$ cat src/rtl/alu_issue_ctrl.sv
// alu_issue_ctrl: in-order FIFO-fed sequencer for the reg_file + alu datapath.
// Option macro ALU_ISSUE_R0_ZERO_EN: register 0 reads as zero and is never written.
module alu_issue_ctrl #(
  parameter int DATA_W = 32,
  parameter int ADDR_W = 5,
  parameter int DEPTH  = 4
) (
  input  logic                    clk,
  input  logic                    rst_n,
  input  logic                    cmd_valid,
  output logic                    cmd_ready,
  input  logic [1:0]              cmd_op,
  input  logic [ADDR_W-1:0]       cmd_src1,
  input  logic [ADDR_W-1:0]       cmd_src2,
  input  logic [ADDR_W-1:0]       cmd_dst,
  output logic [ADDR_W-1:0]       rf_rd_addr1,
  output logic [ADDR_W-1:0]       rf_rd_addr2,
  input  logic [DATA_W-1:0]       rf_rd_data1,
  input  logic [DATA_W-1:0]       rf_rd_data2,
  output logic [DATA_W-1:0]       alu_a,
  output logic [DATA_W-1:0]       alu_b,
  output logic [1:0]              alu_sel,
  input  logic [DATA_W-1:0]       alu_result,
  output logic                    rf_wr_en,
  output logic [ADDR_W-1:0]       rf_wr_addr,
  output logic [DATA_W-1:0]       rf_wr_data,
  output logic                    done,
  output logic                    busy,
  output logic [$clog2(DEPTH):0]  fifo_count
);

  localparam int PTR_W = $clog2(DEPTH);
  localparam int CNT_W = PTR_W + 1;

  typedef struct packed {
    logic [1:0]        op;
    logic [ADDR_W-1:0] src1;
    logic [ADDR_W-1:0] src2;
    logic [ADDR_W-1:0] dst;
  } cmd_t;

  typedef enum logic [1:0] {
    S_IDLE,
    S_READ,
    S_EXEC,
    S_WB
  } state_t;

  cmd_t             mem_q [DEPTH];
  logic [PTR_W-1:0] wr_ptr_q;
  logic [PTR_W-1:0] rd_ptr_q;
  logic [CNT_W-1:0] cnt_q;

  state_t            state_q;
  logic [1:0]        op_q;
  logic [ADDR_W-1:0] dst_q;
  logic [ADDR_W-1:0] rd_addr1_q;
  logic [ADDR_W-1:0] rd_addr2_q;
  logic [DATA_W-1:0] alu_a_q;
  logic [DATA_W-1:0] alu_b_q;
  logic [1:0]        alu_sel_q;
  logic              wr_en_q;
  logic [ADDR_W-1:0] wr_addr_q;
  logic [DATA_W-1:0] wr_data_q;
  logic              done_q;

  cmd_t              head;
  logic              push;
  logic              pop;
  logic [DATA_W-1:0] opa;
  logic [DATA_W-1:0] opb;
  logic              wr_ok;

  assign head      = mem_q[rd_ptr_q];
  assign cmd_ready = rst_n && (cnt_q != CNT_W'(DEPTH));
  assign push      = cmd_valid && cmd_ready;
  assign pop       = ((state_q == S_IDLE) ||
                      (state_q == S_WB)) &&
                     (cnt_q != '0);

`ifdef ALU_ISSUE_R0_ZERO_EN
  assign opa   = (rd_addr1_q == '0) ? '0 : rf_rd_data1;
  assign opb   = (rd_addr2_q == '0) ? '0 : rf_rd_data2;
  assign wr_ok = (dst_q != '0);
`else
  assign opa   = rf_rd_data1;
  assign opb   = rf_rd_data2;
  assign wr_ok = 1'b1;
`endif

  // FIFO storage; contents need no reset, pointers guard validity
  always_ff @(posedge clk) begin
    if (push)
      mem_q[wr_ptr_q] <= {cmd_op, cmd_src1, cmd_src2, cmd_dst};
  end

  // FIFO pointers and occupancy; pointers wrap modulo DEPTH
  always_ff @(posedge clk or negedge rst_n) begin
    if (!rst_n) begin
      wr_ptr_q <= '0;
      rd_ptr_q <= '0;
      cnt_q    <= '0;
    end else begin
      if (push) wr_ptr_q <= wr_ptr_q + 1'b1;
      if (pop)  rd_ptr_q <= rd_ptr_q + 1'b1;
      unique case ({push, pop})
        2'b10:   cnt_q <= cnt_q + 1'b1;
        2'b01:   cnt_q <= cnt_q - 1'b1;
        default: cnt_q <= cnt_q;
      endcase
    end
  end

  // Sequencer: pop -> READ -> EXEC -> WB, all outputs registered
  always_ff @(posedge clk or negedge rst_n) begin
    if (!rst_n) begin
      state_q    <= S_IDLE;
      op_q       <= '0;
      dst_q      <= '0;
      rd_addr1_q <= '0;
      rd_addr2_q <= '0;
      alu_a_q    <= '0;
      alu_b_q    <= '0;
      alu_sel_q  <= '0;
      wr_en_q    <= 1'b0;
      wr_addr_q  <= '0;
      wr_data_q  <= '0;
      done_q     <= 1'b0;
    end else begin
      wr_en_q <= 1'b0;
      done_q  <= 1'b0;
      unique case (state_q)
        S_IDLE, S_WB: begin
          if (pop) begin
            op_q       <= head.op;
            dst_q      <= head.dst;
            rd_addr1_q <= head.src1;
            rd_addr2_q <= head.src2;
            state_q    <= S_READ;
          end else begin
            state_q    <= S_IDLE;
          end
        end
        S_READ: begin
          alu_a_q   <= opa;
          alu_b_q   <= opb;
          alu_sel_q <= op_q;
          state_q   <= S_EXEC;
        end
        S_EXEC: begin
          wr_data_q <= alu_result;
          wr_addr_q <= dst_q;
          wr_en_q   <= wr_ok;
          done_q    <= 1'b1;
          state_q   <= S_WB;
        end
        default: state_q <= S_IDLE;
      endcase
    end
  end

  assign rf_rd_addr1 = rd_addr1_q;
  assign rf_rd_addr2 = rd_addr2_q;
  assign alu_a       = alu_a_q;
  assign alu_b       = alu_b_q;
  assign alu_sel     = alu_sel_q;
  assign rf_wr_en    = wr_en_q;
  assign rf_wr_addr  = wr_addr_q;
  assign rf_wr_data  = wr_data_q;
  assign done        = done_q;
  assign busy        = (state_q != S_IDLE) || (cnt_q != '0);
  assign fifo_count  = cnt_q;

endmodule

$ cat config.mk
export PLATFORM = sky130hd
export DESIGN_NAME = alu_issue_ctrl
export DESIGN_NICKNAME = d
export VERILOG_FILES = /design/src/rtl/alu_issue_ctrl.sv
export SDC_FILE = /design/constraint.sdc
export NUM_CORES = 1
export LEC_CHECK = 0
export ABC_AREA = 0
export CORE_MARGIN = 5
export CORE_UTILIZATION = 45
export CTS_CLUSTER_DIAMETER = 100
export DETAILED_ROUTE_END_ITERATION = 6
export HOLD_SLACK_MARGIN = 0.06
export PLACE_DENSITY = 0.78
export SLEW_MARGIN = 20
export SYNTH_ARGS = -nofsm -noshare
export SYNTH_HDL_FRONTEND = slang
export SYNTH_SLANG_ARGS = --single-unit
$ cat constraint.sdc
create_clock -name clk -period 4.6 [get_ports clk]
set_clock_uncertainty 0.2 [all_clocks]
set_input_delay 1.38 -clock clk [delete_from_list [all_inputs] [get_ports clk]]
set_output_delay 1.38 -clock clk [all_outputs]
set_load 0.02 [all_outputs]
=== Word-level counts from Yosys, hierarchy flattened ===
Memory sizes are Yosys's and may differ from the RTL's. A register that Yosys moved wholly into a read port is not among the register bits.
Index checks and enable logic that the tools add are counted.

* Register bits: 113
* RAM bits: 68
* Input port bits: 116
* Memories kept: 1

{| class="wikitable"
|+ Memory list
! memory !! words !! width !! read ports !! clocked after memory_dff !! wr ports !! RTL line !! RTL
|-
| mem_q || 4 || 17 || 1 || 1 || 1 || 49 || <nowiki>cmd_t mem_q [DEPTH];</nowiki>
|}

* Add/subtract/negate cells: 4
* Equal/unequal tests: 6
* Multiplexer cells: 6
* Reductions and logical operators: 12

{| class="wikitable"
|+ Operators by type and width
! cell !! count
|-
| $eq A2 B2 Y1 const B || 3
|-
| $pmux W2 S3 || 1
|-
| $pmux W3 S2 || 1
|-
| $add A2 B1 Y2 const B || 2
|-
| $eq A2 B1 Y1 const B || 2
|-
| $mux W1 || 4
|-
| $reduce_bool A2 Y1 || 2
|-
| $add A3 B1 Y3 const B || 1
|-
| $logic_and A1 B1 Y1 || 3
|-
| $ne A3 B3 Y1 const B || 1
|-
| $reduce_bool A3 Y1 || 1
|-
| $sub A3 B1 Y3 const B || 1
|-
| $logic_not A2 Y1 || 1
|-
| $logic_or A1 B1 Y1 || 2
|-
| $reduce_and A2 Y1 || 1
|-
| $reduce_or A2 Y1 || 1
|-
| $logic_not A1 Y1 || 1
|}

=== Logic depth before layout (Yosys ltp) ===
* Depth in word-level cells: 5
* Mapped depth: 10
* Gate-level depth less buffers: 9

=== Least setup slack after synthesis ===
No wires, ideal clock.

* Path kind: input port to output port
* Start point: input port rst_n
* End point: output port cmd_ready
* Arrival: 1.607 ns
* Slack: 1.413 ns
* Stages: 1
* Cell sequence: o31a_1

* Longest elaborated chain between the ends: 1

{| class="wikitable"
|+ RTL lines
! what !! RTL line !! RTL
|-
| start: declaration || 9 || <nowiki>input logic rst_n,</nowiki>
|-
| $logic_and A1 B1 Y1 || 75 || <nowiki>assign cmd_ready = rst_n && (cnt_q != CNT_W'(DEPTH));</nowiki>
|-
| end: declaration || 11 || <nowiki>output logic cmd_ready,</nowiki>
|}

No other way between the ends.

=== Worst setup path in the final report ===
Same ends and word-level chain as after synthesis.

==> run summary <==
Inserted Clock Buffers: 17
Synth Instances: 392
H-tree levels: 4
Site Rows: 47
drt pass-1 iters: 6
effective utilization at floorplan: 0.4558
Final Cycle Share: 0.8288
Hold Path Cell Cnt: 1
antenna violations before repair: 0
Hold Path Origin: rf_wr_data[31]
synthesis-stage register bit count: 198
Arrival @ worst endpoint: 2.23 ns
sequential element share of the synthesized area: 0.7056
commonest non-fill, non-tap cell in the layout: clkdlybuf4s50_1
global route overflow: 0
Tmin final: 3.812 ns
Mean Syn Cell Area: 19.14 um^2
synthesized net count: 517
reg2reg setup slack: 2.07 ns
Pins Over Slew Limit: 0
Chip Width: 139.1 um
Placer Congestion: 0.8006
Synth Area in Simple Gates: 0.007002
crit path from: rst_n
Compound-Gate Fraction of Synth Area: 0.004168
DRT Wirelength: 17.51 mm
Total Routing Usage GR: 0.1839
Unique masters post-synth: 25
Final WS setup: 0.7876 ns
share of post-route cells with drive strength above 1: 0.2604
ant diodes: 0
hold-fix buffer count after cts: 0
Post-synth EDFFs: 68
Slew @ Worst Pin: 0.9948 ns
most frequent cells in the layout: 234 x clkdlybuf4s50_1, 130 x dfrtp_1, 113 x mux2_2
area leader, netlist: dfrtp_1
1st-iter DRT viols: 185
area added between synthesis and finish: 42.96%
Post-CTS Resized: 0
pin count of the biggest net entering global routing: 78
adder-cell share of the synthesized area: 0.01601
Root Driver: clkbuf_16
postcts setup bufs: 0
Place WS: 0.7838 ns
Remaining DRCs: 0
worst r2r src: state_q[0]
VDD IR-drop max: 0.0003041 V
hold_ws: 0.3058 ns
hold crit path type: reg2reg
nets@finish: 761
Antenna Violating Nets Remaining: 0
yosys warns: 0
Max-Cap Viols: 0
Synth top area share: 0.4335
pwr/cell area: 762.1 nW/um^2
main combinational cell family by area after synthesis: multiplexers
RSZ-0062 raised after global routing: no
# setup viols final: 0
first-pass GRT wire length: 27.23 mm
vias in the first global route: 4658
DP HPWL: 12.75 mm
leakage: 4.198 nW
via/cell ratio: 4.946
clock latency on the worst-skew pair: 0.42 ns
multiplexer share of the synthesized area: 0.2411
top cells by area in the synthesized netlist: dfrtp_1 43%, edfxtp_1 27%, mux2_2 17%
Worst slew margin: 0.3368
top_reg_cell synth: dfrtp_1
fmax: 262.3 MHz
Crit Path Max Fanout: 3
Worst R2R End: fifo_count[2]
DR WL/cell: 20.15 um
Crit. End Element: primary output
CTS tree: yes
IO Pins: 236
final core occ: 0.6516
die area: 19360 um^2
Clock Sinks: 198
CP Launch Type: primary input
synthesized area: 7505 um^2
Core Footprint: 16470 um^2
final hold vios: 0
clock tree buffer depth: 2
Hold Path End: rf_wr_data[31]
Die Ht: 139.1 um
Synth Area in XOR/XNOR: 0.007002
via count: 4298
outcome: finished clean
Post-synth ARST share: 0.6566
setup TNS: 0 ns
Worst EP required: 3.02 ns
Clk pin slew, worst setup/hold paths: 0.07 ns
worst r2r path cells: 10
PortBufs: 235
WS Path Type: in2out
synthesized netlist by cell type, types with 2 or more instances:
| library cell | count |
|---|---|
| and2_1 | 4 |
| buf_2 | 12 |
| clkbuf_1 | 3 |
| dfrtp_1 | 130 |
| edfxtp_1 | 68 |
| ha_1 | 8 |
| inv_1 | 9 |
| mux2_2 | 113 |
| mux2_4 | 8 |
| mux4_1 | 9 |
| mux4_2 | 8 |
| nand2_1 | 2 |
| nor2_1 | 2 |
| xnor2_1 | 3 |
| xor2_1 | 3 |
worst max-delay path, stage by stage:
cell	delay [ns]
buf_6	0.10
o31a_1	0.13
clkdlybuf4s50_1	0.61
flip-flops by register name, indices dropped and copies added (netlist names):
| register | count |
|---|---|
| alu_sel | 2 |
| alu_b | 32 |
| op_q | 2 |
| rf_wr_addr | 5 |
| rf_rd_addr2 | 5 |
| alu_a | 32 |
| done | 1 |
| dst_q | 5 |
| mem_q | 68 |
| rf_rd_addr1 | 5 |
| wr_ptr_q | 2 |
| rd_ptr_q | 2 |
| fifo_count | 3 |
| state_q | 2 |
| rf_wr_data | 32 |
worst max-delay path by stage:
stage,cells past startpoint,slack [ns],endpoint
2_1_floorplan,1,1.41,cmd_ready
6_report,3,0.79,cmd_ready
3_3_place_gp,3,0.79,cmd_ready
4_1_cts,3,0.78,cmd_ready
3_5_place_dp,3,0.78,cmd_ready
5_1_grt,3,0.77,cmd_ready
kinds of logic after synthesis:
kind of cell	Yosys count
adder cells (fa/ha/maj)	9
AND/OR/NAND/NOR	10
XOR/XNOR	6
flip-flops	198
AO/OA/AOI/OAI	4
buffers and inverters	27
multiplexers	138
where the power goes:
group	internal [mW]	leakage [nW]	switching (mW)
Sequential	2.51	2.13	0.402
Clock	0.962	0.307	0.627
Combinational	2.02	1.76	1.66
per-layer routing:
layer	wire (um)	GRT usage
met1	6939	0.2194
met2	9162	0.3201
met3	1076	0.05759
met4	329	0.05716
met5	0	0
per-stage QoR:
step	area, um^2	power (mW)	instances
floorplan	7505	5.061	392
global placement	10090	6.538	837
detailed placement	10090	6.673	837
CTS	10730	8.290	869
global route	10730	8.592	869
finish	10730	8.177	869
final cells by class:
type                    count  area, um^2
flip-flops and latches    198        5295
clock inverters            14       205.2
well taps                 220       275.3
multi-input cells         167        2073
repair buffers            243        2417
inverters                   9       33.78
clock buffers              18       429.2
fillers                  1125        5737
No activity file was read; power rests on OpenSTA's default activity.
